--- src/rtl/mem_arbiter.sv ---
// mem_arbiter: fetch/data arbiter onto one single-outstanding memory port with response timeout
// Ports: clk; rst (async, active-low); if_* fetch requester; d_* load/store requester; mem_* memory.
// Build option MEM_ARBITER_ROUND_ROBIN_EN alternates simultaneous grants; otherwise data always wins.
module mem_arbiter #(
  parameter int TIMEOUT_CYCLES = 16
) (
  input  logic        clk,
  input  logic        rst,
  input  logic        if_req_in,
  input  logic [31:0] if_addr_in,
  output logic        if_ready_out,
  output logic        if_rvalid_out,
  output logic [31:0] if_rdata_out,
  output logic        if_err_out,
  input  logic        d_read_en_in,
  input  logic        d_write_en_in,
  input  logic [31:0] d_addr_in,
  input  logic [31:0] d_wdata_in,
  input  logic [3:0]  d_byte_en_in,
  output logic        d_ready_out,
  output logic        d_rvalid_out,
  output logic [31:0] d_rdata_out,
  output logic        d_err_out,
  output logic        mem_valid_out,
  input  logic        mem_ready_in,
  output logic [31:0] mem_addr_out,
  output logic [31:0] mem_wdata_out,
  output logic [3:0]  mem_byte_en_out,
  output logic        mem_ren_out,
  output logic        mem_wen_out,
  input  logic        mem_rvalid_in,
  input  logic [31:0] mem_rdata_in
);
  typedef enum logic [1:0] {IDLE, REQUEST, RESPONSE, DONE} state_t;
  localparam int CW = $clog2(TIMEOUT_CYCLES) + 1;
  state_t state, state_nx;
  logic [CW-1:0] cnt;
  logic [31:0] addr_q, wdata_q, if_rdata_q, d_rdata_q;
  logic [3:0] be_q;
  logic gnt_d, wr_q, err_q, d_req, pick_d, grant, tmo, fin;
  assign d_req = d_read_en_in | d_write_en_in;
`ifdef MEM_ARBITER_ROUND_ROBIN_EN
  logic last_d;
  assign pick_d = d_req & ~(if_req_in & last_d);
`else
  assign pick_d = d_req;
`endif
  // ready is combinational so the grant is visible in the request cycle; masked while in reset
  assign grant = rst & (state == IDLE) & (if_req_in | d_req);
  assign tmo = ~mem_rvalid_in & (cnt == CW'(TIMEOUT_CYCLES - 1));
  assign fin = (state == RESPONSE) & (mem_rvalid_in | tmo);
  always_comb begin
    state_nx = (state == IDLE && (if_req_in || d_req)) ? REQUEST :
               (state == REQUEST && mem_ready_in) ? RESPONSE :
               fin ? DONE :
               (state == DONE) ? IDLE : state;
  end
  always_ff @(posedge clk or negedge rst) begin
    if (!rst) state <= IDLE;
    else state <= state_nx;
  end
  always_ff @(posedge clk or negedge rst) begin
    if (!rst) begin
      cnt <= '0;
      gnt_d <= 1'b0;
      wr_q <= 1'b0;
      err_q <= 1'b0;
      addr_q <= '0;
      wdata_q <= '0;
      be_q <= '0;
      if_rdata_q <= '0;
      d_rdata_q <= '0;
`ifdef MEM_ARBITER_ROUND_ROBIN_EN
      last_d <= 1'b1;
`endif
    end else begin
      cnt <= (state == RESPONSE) ? cnt + CW'(1) : '0;
      if (grant) begin
        gnt_d <= pick_d;
        wr_q <= pick_d & d_write_en_in;
        addr_q <= pick_d ? d_addr_in : if_addr_in;
        wdata_q <= pick_d ? d_wdata_in : '0;
        be_q <= pick_d ? d_byte_en_in : 4'hf;
`ifdef MEM_ARBITER_ROUND_ROBIN_EN
        last_d <= pick_d;
`endif
      end
      if (fin) begin
        err_q <= tmo;
        if (gnt_d) d_rdata_q <= (mem_rvalid_in & ~wr_q) ? mem_rdata_in : '0;
        else if_rdata_q <= (mem_rvalid_in & ~wr_q) ? mem_rdata_in : '0;
      end
    end
  end
  assign if_ready_out = grant & ~pick_d;
  assign d_ready_out = grant & pick_d;
  assign mem_valid_out = (state == REQUEST);
  assign mem_ren_out = mem_valid_out & ~wr_q;
  assign mem_wen_out = mem_valid_out & wr_q;
  assign mem_addr_out = addr_q;
  assign mem_wdata_out = wdata_q;
  assign mem_byte_en_out = be_q;
  assign if_rvalid_out = (state == DONE) & ~gnt_d;
  assign d_rvalid_out = (state == DONE) & gnt_d;
  assign if_err_out = if_rvalid_out & err_q;
  assign d_err_out = d_rvalid_out & err_q;
  assign if_rdata_out = if_rdata_q;
  assign d_rdata_out = d_rdata_q;
endmodule

--- config.mk ---
export PLATFORM = sky130hd
export DESIGN_NAME = mem_arbiter
export DESIGN_NICKNAME = d
export VERILOG_FILES = /design/src/rtl/mem_arbiter.sv
export SDC_FILE = /design/constraint.sdc
export NUM_CORES = 1
export LEC_CHECK = 0
export CAP_MARGIN = 20
export CORE_MARGIN = 2
export CORE_UTILIZATION = 42
export DETAILED_ROUTE_END_ITERATION = 12
export PLACE_DENSITY = 0.9
export SLEW_MARGIN = 20
export SYNTH_ARGS = -nofsm -noshare
export SYNTH_HDL_FRONTEND = slang
export SYNTH_SLANG_ARGS = --single-unit
--- constraint.sdc ---
create_clock -name clk -period 2.2 [get_ports clk]
set_input_delay 0.33 -clock clk [delete_from_list [all_inputs] [get_ports clk]]
set_output_delay 0.33 -clock clk [all_outputs]
set_load 0.01 [all_outputs]
==> results.md <==
- The first routing iteration left 97 violations.
- The portion of synthesized area spent on multiplexers is approximately 30%.
- The commonest non-fill, non-tap cell in the layout is sky130_fd_sc_hd__clkdlybuf4s50_1.
- Sequential elements use 56.8% of the synthesized area.
- The setup total negative slack is 0 ps.
- The setup violation total in the final timing report is 0.
- The clock tree from TritonCTS is built.
- Power spread over the standard cell area amounts to 1240 nW/µm².
- The total count of hold-check failures in the final report came to 0.
- The cell area reported after detailed placement is 9340 µm².
- Setup repair after global routing left no endpoint under its margin.
- The instance count of the mapped netlist is 438.
- For this design, the sink count on the clock tree is 142.
- The initial core utilization is 43.0%.
- Counting the buffers created by CTS gives 17.
- For the pin with the worst max-slew slack, the measured transition is around 920 ps.
- The overall routing resource usage is 21.5%.
- Total power for the finished layout comes to ~12,000 µW.
- The internal power consumption is 8830 µW.
- In this run the tightest slew margin relative to its limit is ~39%.
- In the final routed layout, each cell accounts on average for 17.9 µm.
- The maximum number of buffers from clock root to sink is 2.
- The master cell of the clock root buffer is sky130_fd_sc_hd__clkbuf_16.
- The maximum fanout along the worst path is 7.
- A synthesized cell averages 14.3 µm².
- The level count of the clock H-tree is 4.
- In the routed design, unresolved DRC markers number 0.
- The final cycle utilization of the critical path is 96.2%.
- The final number of max-transition violations is 0.
- The portion of synthesized cell area occupied by the leading cell type is between 50% and 60%.
- The count of nets left with antenna violations after detail routing is 0.
- Combinational logic burns 40.4% of the power.
- Data arrives at the worst endpoint at ~1800 ps.
- The arithmetic-cell share of the synthesized area counting full adders, half adders and majority gates is 0.400%.
- Clock-pin slew was measured on the worst setup and hold paths at 60 ps.
- The type of the tightest min-delay check is in -> async.
- In this run the worst setup path terminates at d_ready_out.
- The most area-hungry cell type in the Yosys netlist is sky130_fd_sc_hd__dfrtp_1.
- The latest clock arrival within the worst-skew pair is slightly above 400 ps.
- Summing the areas of all xor and xnor instances in the mapped netlist gives 0.280% of the synthesized area.
- For the finished layout, the period the worst path requires is 2120 ps.
- The net count after synthesis is 579.
- Dividing the detail-routed via count by the number of cells gives 4.84.
- The depth of the most critical reg-to-reg path is 7.
- The post-synthesis cell area is 6250 µm².
- The count of maximum capacitance violations is 0.
- The worst register-to-register path begins at cnt[0].
- Relative to the synthesized area, the layout overhead comes to 59.8%.
- The complex-gate fraction of the synthesized area is 0.720%.
- The die area is ~16,000 µm².
- The number of register bits inferred by synthesis is roughly 140.
- In this run the count of I/O pins placed on the die edge is 280.
- The via count of the first global-routing pass is 5,201.
- The combinational family with the most area after synthesis is multiplexers.
- Yosys attributes the largest share of cell area to sky130_fd_sc_hd__dfrtp_1 57%, sky130_fd_sc_hd__mux2_2 29%, sky130_fd_sc_hd__and2_1 4.7%.
- For this block, wires on met1 add up to 6.29 mm.
- Summed over all layers, the routed wires come to about 17 mm.
- Summed over all nets, the half-perimeter wirelength after detailed placement is 12.4 mm.
- Entering global routing, the biggest net connects 142 pins.
- Hold timing on the final database bottoms out at a slack of 332 ps.
- The initial antenna violation count was 0.
- STA classifies the critical path startpoint as a flop.
- In the layout the commonest cells are 277 x sky130_fd_sc_hd__clkdlybuf4s50_1, 159 x sky130_fd_sc_hd__mux2_2, 140 x sky130_fd_sc_hd__dfrtp_1, 47 x sky130_fd_sc_hd__and2_1, 21 x sky130_fd_sc_hd__and2_0.
- The register-to-register path setup slack is ~150 ps.
- The total congestion overflow is 0.
- The worst setup path is of the reg -> out kind.
- The share of post-route cells with drive strength above 1 is 29.0%.
- The worst setup path is captured at an output port.
- The static power due to leakage is 0.00436 µW.
- The area fraction in and, or, nand and nor cells after synthesis is 9.20%.
- Static timing analysis puts the maximum clock frequency at 472 MHz.
- Summed over all nets, the switching power comes to 3530 µW.
- The first global-routing pass estimated 26.8 mm of wire.
- The clock network is responsible for between 20% and 30% of the overall power.
- The congestion estimate from routability-driven global placement came to a little under 0.8.
- The terminus of the critical flop-to-flop path is d_rdata_out[13].
- The yosys synthesis warning count is 0.
- The die span in x is 126 µm.
- The area of the core is 14,500 µm².
- Synthesis instantiated 27 different standard cells from the library.
- In the final design database the tool counted approximately 870 nets.
- After routing the design area is 9990 µm².
- Wire segments on met2 add up to 8.85 mm in the final route.
- The run finished with clean final reports.
- The final setup skew is 4.48 ps.
- Summing over every cut layer, the via total after detailed routing is between 4,000 and 5,000.
- The critical path startpoint is state[1].
- The initialized floorplan defines 44 standard-cell rows.
- The post-CTS setup-driven buffer insertion count is 0.
- The iteration count of the initial detailed-routing pass is 4.
- After detailed routing, no signal wire sits above met4.
- The count of input and output buffers is 279.
- The maximum vdd ir drop is ~0.91 mV.
- For the worst setup path, the data required time is 1870 ps.
- The net switching fraction of the power is between 20% and 30%.
- The routed length on met3 is 1.11 mm.
- The power share of the sequential group is 34.8%.
- The total inserted antenna cells is 0.
- The die boundary height is around 130 µm.
power groups by stage:
stage	Clock (µW)	Sequential (µW)	Combinational [µW]
2_1_floorplan	0	4700	1630
3_3_place_gp	0	4250	4890
3_5_place_dp	0	4330	5020
4_1_cts	3130	4310	5060
5_1_grt	3250	4450	5300
6_report	3070	4310	4990
kinds of logic after synthesis:
group	count (synthesis)
AND/OR/NAND/NOR	96
adder cells (fa/ha/maj)	2
multiplexers	166
buffers and inverters	25
flip-flops	142
AO/OA/AOI/OAI	5
XOR/XNOR	2
cell type report:
type | count | area [µm²]
Fill cell | 1005 | 4540
Sequential cell | 142 | 3560
Timing Repair Buffer | 297 | 3020
Multi-Input combinational cell | 271 | 2550
Clock buffer | 21 | 480
Tap cell | 184 | 230
Clock inverter | 10 | 160
Inverter | 1 | 3.75
metal layers:
layer | global-route usage (%) | vias up
met4 | 7.56 | 0
met5 | 0 | -
met1 | 24.1 | 2217
met2 | 37.7 | 158
met3 | 7.94 | 28
li1 | - | 2082
flip-flops by register name, indices dropped and copies added (netlist names), 2 cells and up:
register,cells
mem_wdata_out,32
mem_byte_en_out,4
mem_addr_out,32
d_rdata_out,32
state,2
cnt,5
if_rdata_out,32
how the worst min path moves through the flow:
stage / startpoint / endpoint / slack, ps / depth (start not counted)
finish: rst / wr_q / 330 / 2
global route: rst / wr_q / 310 / 2
floorplan: rst / cnt[0] / 30 / 0
detailed placement: rst / wr_q / 120 / 1
CTS: rst / wr_q / 300 / 2
global placement: rst / wr_q / 120 / 1
synth_stat cells (all sizes together):
cell / n
nand2b: 5
xor2: 1
and2b: 1
xnor2: 1
and2: 68
dfrtp: 142
nor3: 1
inv: 1
nand3b: 1
o211ai: 1
and3: 3
ha: 2
o22ai: 1
buf: 17
nand2: 4
nor2: 8
or2: 1
nor2b: 3
o31ai: 1
a21oi: 2
nand3: 1
clkbuf: 7
mux2: 166
critical path, stage by stage (launching register included):
cell and delay [ps]:
sky130_fd_sc_hd__dfrtp_2 450, sky130_fd_sc_hd__nor2_2 190, sky130_fd_sc_hd__and3_1 170, sky130_fd_sc_hd__clkdlybuf4s50_1 560
what timing repair did:
item	4_1_cts	5_1_grt
resized for setup	3	3
setup endpoints to repair	3	3
endpoints found under the hold margin	1	0
hold buffers	1	0
per-stage QoR:
stage                     setup slack [ps]  util [%]  cells
final                                 83.5      68.8    926
after global routing                  6.80      68.8    926
after CTS                             4.88      68.7    926
after detailed placement              -171      64.2    894
after global placement               -67.3      64.2    894
after floorplan                        212         -    438
No activity file was read; power rests on OpenSTA's default activity.
